<file path="src/rtl/time_set_ctrl.sv">
// Time-set sequencer for the clock counter: RUN -> SET_HOUR -> SET_MIN -> COMMIT -> RUN.
// Optional set-mode inactivity abort is built when TIME_SET_TIMEOUT_EN is defined.
//
// state      | meaning
// -----------+--------------------------------------------------------------
// S_RUN      | clock counter running, buttons other than btn_mode ignored
// S_SET_HOUR | shadow hour edited by btn_inc, hour digits blink
// S_SET_MIN  | shadow minute edited by btn_inc, minute digits blink
// S_COMMIT   | single cycle, load strobe carries the shadow values out
module time_set_ctrl #(
   parameter int TIMEOUT_TICKS = 30
) (
   input  logic       clk,
   input  logic       RESET,
   input  logic       tick_1hz,
   input  logic       btn_mode,
   input  logic       btn_inc,
   input  logic [5:0] cur_hour,
   input  logic [5:0] cur_min,
   output logic       run_en,
   output logic       load,
   output logic [5:0] data_hour,
   output logic [5:0] data_min,
   output logic [3:0] digit_blank,
   output logic       set_active
);

   typedef enum logic [1:0] {
      S_RUN      = 2'd0,
      S_SET_HOUR = 2'd1,
      S_SET_MIN  = 2'd2,
      S_COMMIT   = 2'd3
   } state_t;

   state_t     state;
   state_t     state_nxt;
   logic [5:0] shadow_hour;
   logic [5:0] shadow_min;
   logic [5:0] hour_nxt;
   logic [5:0] min_nxt;
   logic [5:0] hour_inc;
   logic [5:0] min_inc;
   logic       blink;
   logic       blink_nxt;
   logic [3:0] blank_nxt;
   logic       in_set;
   logic       to_expire;

   // Out-of-range captured values fall into the >= branch and wrap to zero.
   assign hour_inc = (shadow_hour >= 6'd23) ? 6'd0 : shadow_hour + 6'd1;
   assign min_inc  = (shadow_min  >= 6'd59) ? 6'd0 : shadow_min  + 6'd1;
   assign in_set   = (state == S_SET_HOUR) || (state == S_SET_MIN);

`ifdef TIME_SET_TIMEOUT_EN
   localparam int CNT_W = $clog2(TIMEOUT_TICKS + 1);

   logic [CNT_W-1:0] to_cnt;

   assign to_expire = in_set && tick_1hz && !btn_mode && !btn_inc &&
                      (to_cnt == CNT_W'(TIMEOUT_TICKS - 1));

   always_ff @(posedge clk) begin
      if (RESET || (state == S_RUN) || btn_mode || btn_inc) begin
         to_cnt <= '0;
      end else if (in_set && tick_1hz) begin
         to_cnt <= to_expire ? '0 : to_cnt + CNT_W'(1);
      end
   end
`else
   logic unused_timeout;

   assign to_expire      = 1'b0;
   assign unused_timeout = (TIMEOUT_TICKS == 0);
`endif

   always_comb begin
      state_nxt = state;
      hour_nxt  = shadow_hour;
      min_nxt   = shadow_min;
      blink_nxt = blink;
      unique case (state)
         S_RUN: begin
            if (btn_mode) begin
               state_nxt = S_SET_HOUR;
               hour_nxt  = cur_hour;
               min_nxt   = cur_min;
               blink_nxt = 1'b0;
            end
         end
         S_SET_HOUR: begin
            if (btn_mode) begin
               state_nxt = S_SET_MIN;
               blink_nxt = 1'b0;
            end else if (to_expire) begin
               state_nxt = S_RUN;
            end else begin
               if (btn_inc)  hour_nxt  = hour_inc;
               if (tick_1hz) blink_nxt = ~blink;
            end
         end
         S_SET_MIN: begin
            if (btn_mode) begin
               state_nxt = S_COMMIT;
               blink_nxt = 1'b0;
            end else if (to_expire) begin
               state_nxt = S_RUN;
            end else begin
               if (btn_inc)  min_nxt   = min_inc;
               if (tick_1hz) blink_nxt = ~blink;
            end
         end
         S_COMMIT: state_nxt = S_RUN;
         default:  state_nxt = S_RUN;
      endcase

      blank_nxt = 4'b0000;
      if (blink_nxt && (state_nxt == S_SET_HOUR)) blank_nxt = 4'b1100;
      if (blink_nxt && (state_nxt == S_SET_MIN))  blank_nxt = 4'b0011;
   end

   // Outputs are registered from next-state values so they line up with state.
   always_ff @(posedge clk) begin
      if (RESET) begin
         state       <= S_RUN;
         shadow_hour <= 6'd0;
         shadow_min  <= 6'd0;
         blink       <= 1'b0;
         run_en      <= 1'b1;
         load        <= 1'b0;
         digit_blank <= 4'b0000;
         set_active  <= 1'b0;
      end else begin
         state       <= state_nxt;
         shadow_hour <= hour_nxt;
         shadow_min  <= min_nxt;
         blink       <= blink_nxt;
         run_en      <= (state_nxt == S_RUN);
         load        <= (state_nxt == S_COMMIT);
         digit_blank <= blank_nxt;
         set_active  <= (state_nxt == S_SET_HOUR) || (state_nxt == S_SET_MIN);
      end
   end

   assign data_hour = shadow_hour;
   assign data_min  = shadow_min;

endmodule
</file>
<file path="config.mk">
export PLATFORM = sky130hd
export DESIGN_NAME = time_set_ctrl
export DESIGN_NICKNAME = d
export VERILOG_FILES = /design/src/rtl/time_set_ctrl.sv
export SDC_FILE = /design/constraint.sdc
export NUM_CORES = 1
export LEC_CHECK = 0
export BUFFER_PORTS_ARGS = -buffer_cell sky130_fd_sc_hd__buf_2
export CAP_MARGIN = 5
export CELL_PAD_IN_SITES_DETAIL_PLACEMENT = 0
export CELL_PAD_IN_SITES_GLOBAL_PLACEMENT = 1
export CORE_MARGIN = 2
export CORE_UTILIZATION = 36
export CTS_CLUSTER_SIZE = 10
export DETAILED_ROUTE_END_ITERATION = 12
export GPL_TIMING_DRIVEN = 0
export PLACE_DENSITY_LB_ADDON = 0.1
export SYNTH_ARGS = -nofsm -noshare
export SYNTH_HDL_FRONTEND = slang
export SYNTH_SLANG_ARGS = --single-unit
</file>
<file path="constraint.sdc">
create_clock -name clk -period 2.7 [get_ports clk]
set_clock_uncertainty 0.2 [all_clocks]
set_input_delay 0.405 -clock clk [delete_from_list [all_inputs] [get_ports clk]]
set_output_delay 0.405 -clock clk [all_outputs]
set_load 0.01 [all_outputs]
</file>
==> results.yml <==
cells_and_area:
  register_area_um2: 400
  multi_input_area_um2: 687
  final-instance-count-excl-fill: 216
  n_fill_cell: 324
  layout-drive-gt1-share_pct: 27.3
  nNetsFinal: 202
  antenna_cells_inserted: 0
  area_delta_synth_final_pct: 21.9
setup_path:
  reg2reg_from: "state[0]"
  setup.worst_path.start_class: "register"
  reg2regPathDepth: 8
  cpPeakStageDelay_ns: 0.42
  regToRegEndpoint: "digit_blank[2]"
  setup.worst_path.class: "register to register"
  crit_family: "compound AO/OA/AOI/OAI gates"
  worst-endpoint-required_ns: 2.70
  critical_path_buf_inv_count: 3
  path_cells: "inv_1 -> ha_1 -> buf_2 -> or3_1 -> o211ai_1 -> inv_1 -> ha_1 -> a2111oi_0"
  crit_arrival_ns: 2.38
  cp_slowest_cell: "sky130_fd_sc_hd__dfxtp_1"
  crit_path_max_fanout: 10
  critical_path.endpoint_type: "register"
  reg2reg_setup_slack_ns: 0.32
route:
  vias: 1117
  avgRoutedWirePerCell_um: 13.2
  drt_first_iter_violations: 61
  wl_um: 2840
  drcViolationCount: 0
  drt_pass1_iterations: 4
  avgViaCountPerCell: 5.17
  ant_nets: 0
clock_network:
  clk_root_buffer_cell: "sky130_fd_sc_hd__clkbuf_4"
  postCtsResizedCells: 0
  clock_insertion_delay_worst_skew_ns: 0.31
  clk_pin_slew_ns: 0.12
  clock_tree_from_tritoncts: "done"
  clock_path_buffers: 2
  sink_count: 20
  postCtsSetupBuffers: 0
  numCtsBuffers: 3
  ctsHtreeMaxLevel: 1
  holdBufCountCts: 0
yosys:
  synth_cells: 134
  synth_sequential_area_ratio_pct: 34.6
  mappedNetlistArea_um2: 1160
  number_of_flops_mapped_to_enable_cells_by_yosys: 0
  synthesis.yosys.warnings: 0
  synth_top_area_cell: "sky130_fd_sc_hd__dfxtp_1"
  yosys-top-cells-count: "sky130_fd_sc_hd__dfxtp_1 (20), sky130_fd_sc_hd__ha_1 (11), sky130_fd_sc_hd__inv_1 (11)"
  postSynthAreaPerCell_um2: 8.63
  netlist.area_leader.share_pct: 34.6
  synth_area_leaders: "sky130_fd_sc_hd__dfxtp_1 (35%), sky130_fd_sc_hd__ha_1 (12%), sky130_fd_sc_hd__a21oi_1 (4.3%)"
  ys_seq_elements: 20
  synthesis.nets: 162
  synth_most_common_cell: "sky130_fd_sc_hd__dfxtp_1"
  synth-async-reset-ratio_pct: 0
  synth_flop_cell: "sky130_fd_sc_hd__dfxtp_1"
  ys_types: 42
grt:
  globalRoute.totalOverflow: 0
  first_global_vias: 1105
  largest_net_degree_at_the_start_of_global_routing: 11
  initial_antenna_violation_count: 0
  global_route_wire_length_before_repair_um: 4940
  groute.usage.overall_pct: 17.9
timing:
  timing.max_slew.rel_slack_pct: 62.9
  setup_viol: 0
  final-hold-violation-count: 0
  final-max-slew-violation-count: 0
  finalWorstPathRequiredPeriod_ns: 2.38
  rsz0062_at_grt: "no"
  post_route_setup_tns_ns: 0
  timing_worst_slew_pin_value_ns: 0.557
  achievable-frequency_mhz: 420
  timing.final.crit_share_pct: 88.2
floorplan:
  die_area_um2: 3680
  placement_rows: 20
  die_h_um: 60.7
  chip_width_um: 60.7
  floorplan.io_pins: 36
  effective_utilization_at_floorplan_pct: 37.9
  design.core.area_um2: 3050
status:
  outcome: "complete, no violations"
pwr:
  vdd_drop_max_v: 0.000207
  cellPowerDensity_nw_per_um2: 531
  power_leakage_uw: 0.000630
run:
  max_cap_violations: 0
hold_path:
  hold_path_stages: 2
  min-delay-start: "RESET"
  min_path_type: "input port to register"
  timing.hold.worst_endpoint: "data_min[4]"
placed_design:
  portBuffers: 35
  placed_cells_incl_taps: 213
  sum_of_net_half_perimeters_after_detailed_placement_um: 2140
  gp_routability_congestion: 0.748
worst max path at each step:
stage / from / endpoint / slack (ns) / depth (start not counted)
CTS: state[0] / digit_blank[2] / 0.28 / 8
finish: state[0] / digit_blank[2] / 0.32 / 8
detailed placement: state[0] / digit_blank[2] / 0.29 / 8
floorplan: state[0] / digit_blank[2] / 0.55 / 8
global placement: state[0] / digit_blank[2] / 0.34 / 8
global route: state[0] / digit_blank[2] / 0.04 / 8
worst reg2reg max path: cells and delay by family (launching register included):
family	cells	cell delay, ns
AO/OA/AOI/OAI	2	0.49
adder cells (fa/ha/maj)	2	0.45
buffers and inverters	3	0.40
flip-flops	1	0.42
AND/OR/NAND/NOR	1	0.31
cell type report:
cell class	count	area share [%]
multi-input cells	98	48.8
well taps	44	3.91
repair buffers	35	12.4
inverters	11	2.93
clock buffers	3	1.60
plain buffers	5	1.95
flip-flops and latches	20	28.4
per-stage QoR:
stage               util (%)  worst slack, ns  hold WS [ns]  power [µW]  instance area (µm²)
finish                  46.1            0.318         0.115         748                 1410
global route            46.1           0.0447         0.114         811                 1410
CTS                     46.1            0.280         0.118         755                 1410
detailed placement      45.4            0.295         0.257         609                 1390
global placement        45.4            0.343         0.248         600                 1390
floorplan                  -            0.546         0.277         522                 1160
layout by cell type, fill, tap and decap left out, types with 2 or more instances in the layout:
master                     netlist  final
sky130_fd_sc_hd__nand3_1         6      6
sky130_fd_sc_hd__a21oi_1        10     10
sky130_fd_sc_hd__ha_1           11     11
sky130_fd_sc_hd__clkbuf_1        2      2
sky130_fd_sc_hd__nand2b_1        3      3
sky130_fd_sc_hd__dfxtp_1        20     20
sky130_fd_sc_hd__inv_1          11     11
sky130_fd_sc_hd__buf_2           1     36
sky130_fd_sc_hd__buf_4           2      2
sky130_fd_sc_hd__nor2_1         10     10
sky130_fd_sc_hd__a211oi_1        5      5
sky130_fd_sc_hd__nor2b_1         3      3
sky130_fd_sc_hd__o21a_1          2      2
sky130_fd_sc_hd__a221oi_1        5      5
sky130_fd_sc_hd__o32ai_1         2      2
sky130_fd_sc_hd__nor3_1          4      4
sky130_fd_sc_hd__nand2_1         7      7
sky130_fd_sc_hd__clkbuf_4        0      3
sky130_fd_sc_hd__o21ai_0         6      6
flip-flops by register name, indices dropped and copies added (netlist names):
signal       flops
load             1
data_min         6
state            2
set_active       1
digit_blank      2
data_hour        6
blink            1
run_en           1
power breakdown:
part | total, µW | switching [µW] | internal, µW
clock | 150 | 98.1 | 52.1
combinational | 234 | 133 | 101
sequential | 364 | 35.4 | 329
logic make-up (layout without fill, tap and decap cells):
kind of cell | Yosys count | count (layout) | share of synthesized area (%)
AND/OR/NAND/NOR | 44 | 44 | 21.0
AO/OA/AOI/OAI | 41 | 41 | 24.9
buffers and inverters | 16 | 54 | 5.95
adder cells (fa/ha/maj) | 11 | 11 | 11.9
flip-flops | 20 | 20 | 34.6
XOR/XNOR | 1 | 1 | 0.758
multiplexers | 1 | 1 | 0.866
routing by layer:
layer	track usage, %	part of all wire [%]	routed length (µm)	up-vias
met2	32.1	50	1430	18
li1	-	-	-	567
met1	21.9	46	1310	530
met4	6.52	0.67	19	0
met3	2.13	2.8	81	2
met5	0	0	0	-
Note: power is estimated with default switching activity, not from simulation.
